### src/rtl/pack_uart_tx.sv
// pack_uart_tx: latches one pattern-generator command on i_start and
// serializes it byte by byte through a UART tx start/done handshake.
//
// Ports:
//   clk, rst_n         clock, asynchronous active-low reset
//   i_start            one-cycle request to send a packet
//   i_output_pattern   output pattern word (sent LS byte first)
//   i_freq_pattern     frequency select word (sent LS byte first)
//   i_ctrl             control byte
//   i_high_period      high-frequency period byte
//   i_low_period       low-frequency period byte
//   o_tx_start         one-cycle start pulse to the UART tx
//   o_tx_data          byte to transmit, stable until its done tick
//   i_tx_done_tick     UART tx byte-complete pulse
//   o_busy             packet in progress
//   o_done_tick        one-cycle pulse after the last byte completes
//
// Build option: define PACK_CHECKSUM_EN to append an XOR checksum byte.

module pack_uart_tx #(
    parameter int DATA_BIT     = 32,
    parameter int PACK_NUM     = (DATA_BIT / 8) * 2 + 3,
    parameter int BYTE_GAP_CLK = 4
) (
    input  logic                clk,
    input  logic                rst_n,
    input  logic                i_start,
    input  logic [DATA_BIT-1:0] i_output_pattern,
    input  logic [DATA_BIT-1:0] i_freq_pattern,
    input  logic [7:0]          i_ctrl,
    input  logic [7:0]          i_high_period,
    input  logic [7:0]          i_low_period,
    output logic                o_tx_start,
    output logic [7:0]          o_tx_data,
    input  logic                i_tx_done_tick,
    output logic                o_busy,
    output logic                o_done_tick
);

    localparam int SW = PACK_NUM * 8;

`ifdef PACK_CHECKSUM_EN
    localparam int NBYTES = PACK_NUM + 1;
`else
    localparam int NBYTES = PACK_NUM;
`endif

    localparam int            CW       = $clog2(NBYTES + 1);
    localparam logic [CW-1:0] LAST_IDX = CW'(NBYTES - 1);
    // GAP holds BYTE_GAP_CLK+1 cycles, so the next start lands
    // BYTE_GAP_CLK+2 cycles after the accepted done tick.
    localparam logic [7:0]    GAP_LOAD = 8'(BYTE_GAP_CLK);

    typedef enum logic [2:0] {
        IDLE,
        SEND,
        WAIT_DONE,
        GAP,
        DONE
    } state_t;

    state_t        state_q, state_d;
    logic [SW-1:0] shreg_q, shreg_d;
    logic [CW-1:0] cnt_q, cnt_d;
    logic [7:0]    gap_q, gap_d;

`ifdef PACK_CHECKSUM_EN
    localparam logic [CW-1:0] CHK_IDX = CW'(PACK_NUM);

    logic [7:0] chk_q, chk_d;
`endif

    always_ff @(posedge clk or negedge rst_n) begin
        if (!rst_n) begin
            state_q <= IDLE;
            shreg_q <= '0;
            cnt_q   <= '0;
            gap_q   <= '0;
`ifdef PACK_CHECKSUM_EN
            chk_q   <= '0;
`endif
        end else begin
            state_q <= state_d;
            shreg_q <= shreg_d;
            cnt_q   <= cnt_d;
            gap_q   <= gap_d;
`ifdef PACK_CHECKSUM_EN
            chk_q   <= chk_d;
`endif
        end
    end

    always_comb begin
        state_d = state_q;
        shreg_d = shreg_q;
        cnt_d   = cnt_q;
        gap_d   = gap_q;
`ifdef PACK_CHECKSUM_EN
        chk_d   = chk_q;
`endif
        unique case (state_q)
            IDLE: begin
                if (i_start) begin
                    // Low byte of the register goes out first.
                    shreg_d = SW'({i_low_period, i_high_period, i_ctrl,
                                   i_freq_pattern, i_output_pattern});
                    cnt_d   = '0;
`ifdef PACK_CHECKSUM_EN
                    chk_d   = '0;
`endif
                    state_d = SEND;
                end
            end
            SEND: begin
`ifdef PACK_CHECKSUM_EN
                // Fold each data byte in as it is launched.
                if (cnt_q != CHK_IDX) begin
                    chk_d = chk_q ^ shreg_q[7:0];
                end
`endif
                state_d = WAIT_DONE;
            end
            WAIT_DONE: begin
                if (i_tx_done_tick) begin
                    shreg_d = shreg_q >> 8;
                    cnt_d   = cnt_q + 1'b1;
                    if (cnt_q == LAST_IDX) begin
                        state_d = DONE;
                    end else if (BYTE_GAP_CLK == 0) begin
                        state_d = SEND;
                    end else begin
                        gap_d   = GAP_LOAD;
                        state_d = GAP;
                    end
                end
            end
            GAP: begin
                if (gap_q == 8'd0) begin
                    state_d = SEND;
                end else begin
                    gap_d = gap_q - 8'd1;
                end
            end
            DONE: begin
                state_d = IDLE;
            end
            default: begin
                state_d = IDLE;
            end
        endcase
    end

    assign o_tx_start  = (state_q == SEND);
    assign o_done_tick = (state_q == DONE);
    assign o_busy      = (state_q == SEND) || (state_q == WAIT_DONE) ||
                         (state_q == GAP);

`ifdef PACK_CHECKSUM_EN
    assign o_tx_data = (cnt_q == CHK_IDX) ? chk_q : shreg_q[7:0];
`else
    assign o_tx_data = shreg_q[7:0];
`endif

endmodule

### config.mk
export PLATFORM = sky130hd
export DESIGN_NAME = pack_uart_tx
export DESIGN_NICKNAME = d
export VERILOG_FILES = /design/src/rtl/pack_uart_tx.sv
export SDC_FILE = /design/constraint.sdc
export NUM_CORES = 1
export LEC_CHECK = 0
export CORE_MARGIN = 5
export CORE_UTILIZATION = 55
export CTS_CLUSTER_SIZE = 24
export DETAILED_ROUTE_END_ITERATION = 8
export GPL_TIMING_DRIVEN = 0
export PLACE_DENSITY_LB_ADDON = 0.05
export RECOVER_POWER = 100
export SLEW_MARGIN = 20
export SYNTH_ARGS = -nofsm -noshare
export SYNTH_HDL_FRONTEND = slang
export SYNTH_SLANG_ARGS = --single-unit
### constraint.sdc
create_clock -name clk -period 4.7 [get_ports clk]
set_input_delay 0.94 -clock clk [delete_from_list [all_inputs] [get_ports clk]]
set_output_delay 0.94 -clock clk [all_outputs]
set_load 0.05 [all_outputs]
==> results by group, run 1 <==
Place
  – Port bufs: just over 100
  – Hpwl dp: roughly 8100 um
  – Area after DPL: 6060 um^2
  – Gpl congestion: 0.844
  – Placed instance count: approximately 670

Pwr
  – Pleak: between 2 and 3 nW
  – Worst vdd ir: 0.258 mV
  – Pwr Density: 589 nW/um^2

Min path
  – Min-Delay Path Class: flop to flop
  – Min-Delay Endpoint: shreg_q[45]$_DFFE_PN0P_
  – Hold path cells: 2
  – Hold Startpoint: shreg_q[45]$_DFFE_PN0P_

Detailed routing
  – DRC: 0
  – Post-DR wirelength/cell: 15.7 um
  – Vias per inst: roughly 5.4
  – Via count: 3,706
  – 1st-pass router iterations: 6
  – Routed WL: ~11,000 um
  – Remaining antenna violation count: 0
  – Initial DRC count: 178

Finish
  – Inserted Diodes: 0
  – Share of cells above drive strength 1: 7.23%
  – Most frequent cells in the layout: dfrtp_1 (103), clkdlybuf4s50_1 (88), nand2_1 (87), mux2i_1 (84), o21ai_0 (83)
  – Most common cell after layout, fill and taps aside: dfrtp_1
  – Nets: approximately 670
  – Area Overhead vs Synth: 27.7%
  – Final instance area: between 6000 and 7000 um^2
  – Final non-filler cell total: 689
  – FILL cells: 687

Clock tree
  – CTS Buf Count: 9
  – Post-CTS sizing: 0
  – Clock Tree Root: clkbuf_8
  – Hold buffers post-CTS: 0
  – CTS tree: done
  – Clock Latency Late Sink: 0.37 ns
  – Clock sink total: 103
  – CTS H-Tree Depth: 3
  – Clock-pin slew on the worst setup and hold paths: 0.11 ns
  – Max Root-Sink Buffers: 2
  – Post-CTS setup buffer count: 0

Status
  – Failing checks: capacitance limit, slew limit
  – Status: complete, but fails checks

Setup path
  – R2R depth: 6
  – Arrival @ worst endpoint: approximately 3.4 ns
  – Worst path most repeated cell: clkbuf_1
  – Worst Setup End Kind: flop
  – CP max stage delay: 0.62 ns
  – Reg-to-Reg End: shreg_q[40]$_DFFE_PN0P_
  – Largest delay share family, worst path: buffers and inverters
  – Crit start category: input port
  – Crit-path max FO: 10
  – CP max stage cell: dlygate4sd3_1
  – Cells along the critical path: dlygate4sd3_1 -> mux2i_1 -> nand2b_1 -> clkbuf_1 -> clkbuf_1 -> clkbuf_1 -> o21ai_0
  – R2r setup slk: 2.26 ns
  – Worst r2r src: state_q[1]$_DFFE_PN0P_
  – Crit path buf inv count: 4
  – Setup Crit Path Kind: input port to flop
  – Data required, critical path: 4.93 ns

STA
  – Hold Vio Cnt, Final: 0
  – Max Fclk: 311 MHz
  – Period Utilization, post-route: 68.4%
  – Pins Over Slew Limit: 48
  – Worst Tran Pin Value: between 2 and 2.5 ns
  – RSZ-0062 raised after global routing: false
  – Worst clock skew: 0.00930 ns
  – Final Critical Period: 3.21 ns
  – Max_slew headroom: -41.5%
  – Setup-failing EPs final: 0

Synthesis
  – Mux share of post-synthesis cell area: 17.2%
  – Netlist Area Pre-Place: 4880 um^2
  – Top_reg_cell synth: dfrtp_1
  – Synth Area in Adders: 1.03%
  – Post-synth EDFFs: 0
  – Compound-Gate Fraction of Synth Area: 12.2%
  – Sequential-to-total area share from yosys stat: 52.9%
  – Post-synth net total: 558
  – Synth Warn #: 0
  – Netlist cell types: 37
  – Largest family of logic cells by synthesized area: multiplexers
  – Simple-gate share of the synthesized area: 11.1%
  – Seq cells post-synth: 103
  – Post-Syn Instances: 462
  – Synth Area in XOR/XNOR: 0.539%
  – Mean Syn Cell Area: 10.6 um^2
  – Post-synthesis async set-or-reset flop share: 100%

Run
  – Max Cap Violations: 2

Floorplan
  – Starting density of the core: 56.2%
  – Die ar.: 10,800 um^2
  – Die span in y: approximately 100 um
  – Die W: approximately 100 um
  – # rows: 34
  – Ports: approximately 100
  – Core ar.: 8680 um^2

Global route
  – First-pass GRT wire length: 18,400 um
  – Initial antenna violation count: 0
  – Grt total ovfl: 0
  – Largest net degree at the start of global routing: 68
  – Vias in the first global route: about 3,800
  – GRT Resource Usage Total: 20.4%
[sequential cells by signal, indices dropped and copies added (netlist names)]
register  count
shreg_q      88
gap_q         8
cnt_q         4
state_q       3
[power breakdown]
part           internal, W  total, W  switching [W]
combinational     0.000696   0.00157       0.000876
clock             0.000269  0.000591       0.000322
sequential         0.00128   0.00150       0.000223
total              0.00225   0.00367        0.00142
[per-stage QoR]
step | TNS (ns) | utilization [%] | setup slack [ns] | total power, W | hold WS, ns
2_1_floorplan | 0 | - | 2.13 | 0.00270 | 0.450
3_3_place_gp | -120.74 | 69.5 | -1.18 | 0.00310 | 0.462
3_5_place_dp | 0 | 69.8 | 1.83 | 0.00317 | 0.470
4_1_cts | 0 | 72.3 | 1.73 | 0.00376 | 0.455
5_1_grt | 0 | 71.7 | 1.30 | 0.00396 | 0.514
6_report | 0 | 71.7 | 1.49 | 0.00367 | 0.491
[cell type report]
class	count	area, um^2	share of cell area, %
flip-flops and latches	103	2580	41.4
multi-input cells	315	2020	32.5
repair buffers	103	1040	16.7
plain buffers	39	214	3.44
clock buffers	10	138	2.21
well taps	108	135	2.17
clock inverters	6	75.1	1.21
inverters	5	18.8	0.302
[worst max-delay path by stage]
stage                      startpoint                       to  slack, ns  cells after the start
4_1_cts        state_q[1]$_DFFE_PN0P_              o_done_tick       1.73                      4
3_3_place_gp                    rst_n  shreg_q[83]$_DFFE_PN0P_      -1.18                      1
2_1_floorplan  state_q[1]$_DFFE_PN0P_               o_tx_start       2.13                      2
6_report               i_tx_done_tick  shreg_q[40]$_DFFE_PN0P_       1.49                      7
5_1_grt                i_tx_done_tick  shreg_q[40]$_DFFE_PN0P_       1.30                      7
3_5_place_dp           i_tx_done_tick   shreg_q[1]$_DFFE_PN0P_       1.83                      8
[cell families after synthesis]
logic type | after synthesis
and+or+nand+nor | 121
xor gates and xnor gates | 3
AOI/OAI and AO/OA | 103
muxes | 84
DFF | 103
adders and majority gates | 4
buffers and inverters | 44
[routing by layer]
metal	vias to the layer above	share of wire [%]	global-route usage, %
li1	1816	-	-
met1	1795	45	27.5
met2	86	48	33.1
met4	0	1.1	6.11
met5	-	0	0
met3	9	6.2	4.72
[Yosys cell counts, drive strengths merged, types with 2 or more instances]
cell type | instances | area share [%]
dfrtp | 103 | 53
nand2 | 87 | 6.7
o21ai | 86 | 8.8
mux2i | 84 | 17
buf | 31 | 4.1
a22o | 8 | 1.4
clkbuf | 8 | 0.62
nor2 | 8 | 0.62
nand3 | 6 | 0.62
inv | 5 | 0.38
ha | 4 | 1.0
nor3 | 4 | 0.41
a21oi | 3 | 0.31
nand2b | 2 | 0.26
nor3b | 2 | 0.41
o211ai | 2 | 0.31
or3 | 2 | 0.28
xnor2 | 2 | 0.36
[tightest hold or removal path: cells and delay by family (launching register included)]
family / cells / cell delay (ns)
AOI/OAI and AO/OA: 1 / 0.06
and+or+nand+nor: 1 / 0.05
DFF: 1 / 0.36
Note: power is estimated with default switching activity, not from simulation.
==> run 2, diff against run 1 <==
--- a/config.mk
+++ b/config.mk
@@ -6,7 +6,7 @@
 export NUM_CORES = 1
 export LEC_CHECK = 0
 export CORE_MARGIN = 5
-export CORE_UTILIZATION = 55
+export CORE_UTILIZATION = 51
 export CTS_CLUSTER_SIZE = 24
 export DETAILED_ROUTE_END_ITERATION = 8
 export GPL_TIMING_DRIVEN = 0
==> constraint.sdc (replaced) <==
create_clock -name clk -period 3.15 [get_ports clk]
set_input_delay 0.63 -clock clk [delete_from_list [all_inputs] [get_ports clk]]
set_output_delay 0.63 -clock clk [all_outputs]
set_load 0.05 [all_outputs]
==> run 2 against run 1 <==
  * The run still ends with capacitance limit, slew limit left
  * Clock-buffer cell count unchanged
  * Critical path depth decreased by 3
  * Flip-flop and latch count did not move
  * Clock skew grew 0.0032 ns
  * Sequential share of layout area hardly changed
  * Largest cell class unchanged
  * Via count increased by 0.62%
  * Worst hold slack got worse by 0.0043 ns
  * Register-to-register slack lost 1.5 ns
==> results by group, run 2 (synthesis results as in run 1) <==
Setup path
  – Cells along the critical path: buf_4 -> nor2_1 -> and2_1 -> dlygate4sd3_1
  – Setup Crit Path Kind: flop to primary output
  – Worst Setup End Kind: primary output
  – Crit start category: flop
  – Crit-path max FO: 10
  – Data required, critical path: roughly 2.5 ns
  – CP max stage delay: 0.87 ns
  – Arrival @ worst endpoint: 2.08 ns
  – CP max stage cell: dlygate4sd3_1

Detailed routing
  – Initial DRC count: 118
  – DRC: 0
  – Routed WL: ~11,000 um
  – Post-DR wirelength/cell: between 15 and 20 um
  – Remaining antenna violation count: 0
  – 1st-pass router iterations: 4
  – Via count: 3,729
  – Vias per inst: 5.25

Pwr
  – Power share of the sequential group: between 40% and 50%
  – Power share of the combinational group: 42.7%
  – Worst vdd ir: 0.358 mV
  – Switch share: 38.2%
  – Pwr Density: roughly 880 nW/um^2
  – Internal power: approximately 0.0034 W
  – Switch Pwr: 0.00210 W
  – Clock network fraction of design power: 16.3%
  – Pleak: 2.76 nW

Floorplan
  – Ports: 103
  – Die ar.: 11,600 um^2
  – Die W: 108 um
  – Die span in y: 108 um
  – # rows: 35
  – Core ar.: 9280 um^2
  – Starting density of the core: 52.5%

Place
  – Area after DPL: 6090 um^2
  – Port bufs: between 100 and 150
  – Hpwl dp: 8230 um
  – Gpl congestion: 0.807

STA
  – Worst clock skew: around 0.013 ns
  – Setup TNS: 0 ns
  – Worst Tran Pin Value: 1.70 ns
  – Period Utilization, post-route: 86.0%
  – Pins Over Slew Limit: 11
  – Max_slew headroom: -15.0%
  – Max Fclk: 369 MHz
  – RSZ-0062 raised after global routing: false
  – Setup-failing EPs final: 0
  – Final Critical Period: about 2.7 ns
  – Worst hold slack: 0.487 ns
  – Hold Vio Cnt, Final: 0

Clock tree
  – Hold buffers post-CTS: 0
  – CTS tree: done
  – Post-CTS sizing: 0
  – CTS Buf Count: 9
  – Clock-pin slew on the worst setup and hold paths: 0.10 ns
  – Clock Tree Root: clkbuf_8
  – CTS H-Tree Depth: 3
  – Clock sink total: 103
  – Clock Latency Late Sink: 0.36 ns
  – Post-CTS setup buffer count: 0
  – Max Root-Sink Buffers: 2

Finish
  – Area Overhead vs Synth: 27.8%
  – Final instance area: around 6200 um^2
  – Most flop-heavy register: shreg_q
  – Max FFs per register: 88
  – Share of cells above drive strength 1: 6.88%
  – Regs by FF count: shreg_q (88), gap_q (8), cnt_q (4)
  – Most frequent cells in the layout: dfrtp_1 (103), clkdlybuf4s50_1 (88), nand2_1 (87), mux2i_1 (84), o21ai_0 (82)
  – Most common cell after layout, fill and taps aside: dfrtp_1
  – Inserted Diodes: 0
  – FILL cells: 768
  – Core Util, Final: between 60% and 70%
  – Nets: ~670

Status
  – Failing checks: capacitance limit, slew limit
  – Status: complete, but fails checks

Global route
  – GRT Resource Usage Total: between 15 and 20%
  – Largest net degree at the start of global routing: 82
  – Initial antenna violation count: 0
  – Vias in the first global route: 3,783
  – First-pass GRT wire length: 18,000 um
  – Grt total ovfl: 0

Run
  – Max Cap Violations: 1

Min path
  – Min-Delay Path Class: flop to flop
==> run 2: worst paths after layout <==
| path | start | to | slack (ns) | cells after the start |
|---|---|---|---|---|
| max in group asynchronous | rst_n | shreg_q[66]$_DFFE_PN0P_ | 0.82 | 2 |
| min in group asynchronous | rst_n | gap_q[4]$_DFFE_PN0P_ | 0.51 | 1 |
| setup / recovery | state_q[1]$_DFFE_PN0P_ | o_done_tick | 0.44 | 4 |
| setup reg to reg | state_q[2]$_DFFE_PN0P_ | shreg_q[85]$_DFFE_PN0P_ | 0.77 | 3 |
| hold / removal | shreg_q[34]$_DFFE_PN0P_ | shreg_q[34]$_DFFE_PN0P_ | 0.49 | 2 |
| hold reg to reg | shreg_q[34]$_DFFE_PN0P_ | shreg_q[34]$_DFFE_PN0P_ | 0.49 | 2 |
==> run 2: per-stage QoR <==
step | total power [W] | worst slack [ns] | cells
floorplan | 0.00403 | 0.891 | 462
global placement | 0.00464 | -2.44 | 693
detailed placement | 0.00474 | 0.592 | 694
CTS | 0.00563 | 0.482 | 710
global route | 0.00592 | 0.293 | 710
finish | 0.00549 | 0.442 | 710
==> run 2: layout make-up <==
cell class	instances	area (um^2)	share of cell area (%)
buffer	39	213	3.41
clock buffer	10	128	2.05
clock inverter	6	85.1	1.37
inverter	5	18.8	0.301
multi-input combinational	315	2030	32.5
sequential	103	2580	41.4
tap	129	161	2.59
timing repair buffer	103	1020	16.4
==> run 2: worst max-delay path: cells and delay by family (launching register included) <==
family / cells / cell delay [ns]
DFF: 1 / 0.41
and+or+nand+nor: 2 / 0.25
buffers and inverters: 2 / 1.05
==> run 2: routing by layer <==
metal	track usage (%)	vias up	share of wire [%]
li1	-	1817	-
met1	26.2	1803	46
met2	31.7	99	49
met3	3.54	10	4.3
met4	6.13	0	0.98
met5	0	-	0
==> run 2: power by group through the flow <==
stage               Combinational [W]  Sequential, W  Clock [W]
floorplan                     0.00186        0.00217          0
global placement              0.00238        0.00226          0
detailed placement            0.00246        0.00229          0
CTS                           0.00246        0.00226   0.000913
global route                  0.00263        0.00233   0.000962
finish                        0.00234        0.00225   0.000892
==> run 3, diff against run 2 <==
==> constraint.sdc (replaced) <==
create_clock -name clk -period 2.6 [get_ports clk]
set_input_delay 0.52 -clock clk [delete_from_list [all_inputs] [get_ports clk]]
set_output_delay 0.52 -clock clk [all_outputs]
set_load 0.05 [all_outputs]
==> run 3 against run 2 <==
  * The run now ends clean
  * Worst setup slack got worse by 0.28 ns
  * First-iteration DRC count fell by 4.2%
  * Core utilization rose by 0.11 points
  * Critical endpoint is now o_busy
  * Total power rose by 21%
  * Highest routed layer unchanged
  * Final area rose by 0.16%
  * Clock-buffer cell count did not move
  * Clock power rose by 22%
  * Largest power group unchanged
  * Via count fell by 0.51%
  * Clock skew fell by 0.0033 ns
  * Worst hold slack got worse by 0.0016 ns
  * Sequential share of layout area fell by 0.066 points
  * Sequential power rose by 21%
==> results by group, run 3 (synthesis results as in run 1) <==
Finish
  – Most frequent cells in the layout: dfrtp_1 (103), clkdlybuf4s50_1 (90), nand2_1 (87), mux2i_1 (84), o21ai_0 (82)
  – Share of cells above drive strength 1: 7.90%
  – Inserted Diodes: 0
  – Most flop-heavy register: shreg_q
  – Core Util, Final: 67.2%
  – Regs by FF count: shreg_q (88), gap_q (8), cnt_q (4)
  – Nets: 673
  – Area Overhead vs Synth: 28.0%
  – Most common cell after layout, fill and taps aside: dfrtp_1
  – Max FFs per register: 88
  – Final instance area: 6240 um^2

STA
  – Worst clock skew: 0.00922 ns
  – Max Fclk: 410 MHz
  – Setup-failing EPs final: 0
  – Final Critical Period: 2.44 ns
  – RSZ-0062 raised after global routing: false
  – Hold Vio Cnt, Final: 0
  – Worst hold slack: between 0.4 and 0.5 ns
  – Max_slew headroom: 5.40%
  – Worst Tran Pin Value: 1.42 ns
  – Pins Over Slew Limit: 0
  – Period Utilization, post-route: 93.9%

Setup path
  – Data required, critical path: 2.08 ns
  – Reg-to-Reg End: shreg_q[35]$_DFFE_PN0P_
  – Largest delay share family, worst path: buffers and inverters
  – Arrival @ worst endpoint: 1.92 ns
  – CP max stage cell: clkdlybuf4s50_1
  – Setup Crit Path Kind: flop to primary output
  – Worst r2r src: state_q[2]$_DFFE_PN0P_
  – R2R depth: 6
  – Cells along the critical path: clkbuf_1 -> nor2_1 -> clkdlybuf4s50_1
  – Crit-path max FO: 10
  – Crit path buf inv count: 2
  – Cell depth of the worst setup path: 3
  – R2r setup slk: between 0.2 and 0.25 ns
  – Worst Setup End Kind: primary output
  – Crit start category: flop
  – CP max stage delay: 0.80 ns

Status
  – Status: finished, final reports clean

Detailed routing
  – 1st-pass router iterations: 4
  – Top Layer Used: met4
  – Initial DRC count: 113
  – Remaining antenna violation count: 0
  – Post-DR wirelength/cell: 15.3 um
  – DR WL met3: approximately 540 um
  – DRC: 0
  – Met2 WL: 5290 um
  – Routed WL: ~11,000 um
  – Vias per inst: around 5.2
  – M1 wire length: 4880 um
  – Via count: 3,710

Global route
  – GRT Resource Usage Total: 19.4%
  – Vias in the first global route: 3,783
  – First-pass GRT wire length: 18,000 um
  – Grt total ovfl: 0
  – Initial antenna violation count: 0
  – Largest net degree at the start of global routing: 82

Clock tree
  – Clock-pin slew on the worst setup and hold paths: 0.10 ns
  – CTS Buf Count: 9
  – Clock Tree Root: clkbuf_8
  – Post-CTS setup buffer count: 0
  – Clock Latency Late Sink: roughly 0.37 ns
  – CTS H-Tree Depth: 3
  – Clock sink total: between 100 and 150
  – Max Root-Sink Buffers: 2
  – CTS tree: done

Min path
  – Hold path cells: 2
  – Min-Delay Path Class: flop to flop
  – Min-Delay Endpoint: shreg_q[27]$_DFFE_PN0P_
  – Hold Startpoint: shreg_q[27]$_DFFE_PN0P_

Floorplan
  – Die span in y: 108 um
  – Starting density of the core: between 50 and 60%
  – Core ar.: 9280 um^2
  – Ports: about 100
  – Die W: 108 um
  – # rows: 35
  – Die ar.: 11,600 um^2

Place
  – Port bufs: 102
  – Hpwl dp: 8230 um
  – Gpl congestion: between 0.8 and 0.9
  – Area after DPL: 6090 um^2

Pwr
  – Power Total: ~0.0066 W
  – Worst vdd ir: 0.429 mV
  – Pwr Density: between 1000 and 1500 nW/um^2
  – Pleak: 2.76 nW

Run
  – Max Cap Violations: 0
## run 3: worst register-to-register path: stages (launching register included)
cell and delay (ns):
dfrtp_1 0.39, clkbuf_1 0.21, nor3b_1 0.26, clkbuf_1 0.41
clkbuf_1 0.59, mux2i_1 0.29, o21ai_0 0.09
## run 3: per-stage QoR
step,TNS (ns),worst slack [ns],cells
floorplan,0,0.451,462
global placement,-295.89,-2.88,693
detailed placement,0,0.152,694
CTS,0,0.0419,711
global route,0,0.0531,711
finish,0,0.159,711
## run 3: cell type report
| class | count | area, um^2 |
|---|---|---|
| clock buffers | 10 | 128 |
| clock inverters | 6 | 85.1 |
| repair buffers | 104 | 1040 |
| flip-flops and latches | 103 | 2580 |
| fillers | 768 | 3040 |
| plain buffers | 39 | 199 |
| multi-input cells | 315 | 2030 |
| well taps | 129 | 161 |
| inverters | 5 | 18.8 |
## run 3: how the worst max path moves through the flow
stage | endpoint | slack (ns) | start
after global routing | shreg_q[39]$_DFFE_PN0P_ | 0.05 | i_tx_done_tick
after floorplan | o_tx_start | 0.45 | state_q[1]$_DFFE_PN0P_
after global placement | shreg_q[52]$_DFFE_PN0P_ | -2.88 | rst_n
final | o_busy | 0.16 | state_q[2]$_DFFE_PN0P_
after CTS | o_done_tick | 0.04 | state_q[1]$_DFFE_PN0P_
after detailed placement | shreg_q[85]$_DFFE_PN0P_ | 0.15 | i_tx_done_tick
## run 3: power by group
group	leakage, nW	internal, W	total (W)	switching, W
clock network	0.102	0.000539	0.00109	0.000551
logic	1.35	0.00124	0.00282	0.00158
registers	1.30	0.00232	0.00273	0.000413
total	2.76	0.00409	0.00664	0.00255
## run 3: per-layer routing
| layer | GRT usage, % | vias to the layer above |
|---|---|---|
| met4 | 6.13 | 0 |
| met2 | 31.7 | 95 |
| met5 | 0 | - |
| li1 | - | 1818 |
| met3 | 3.54 | 16 |
| met1 | 26.2 | 1781 |
## run 3: repair_timing
action,in CTS,in global routing
hold buffers,1,0
resized for setup,0,2
endpoints found under the setup margin,0,2
hold endpoints to repair,22,0
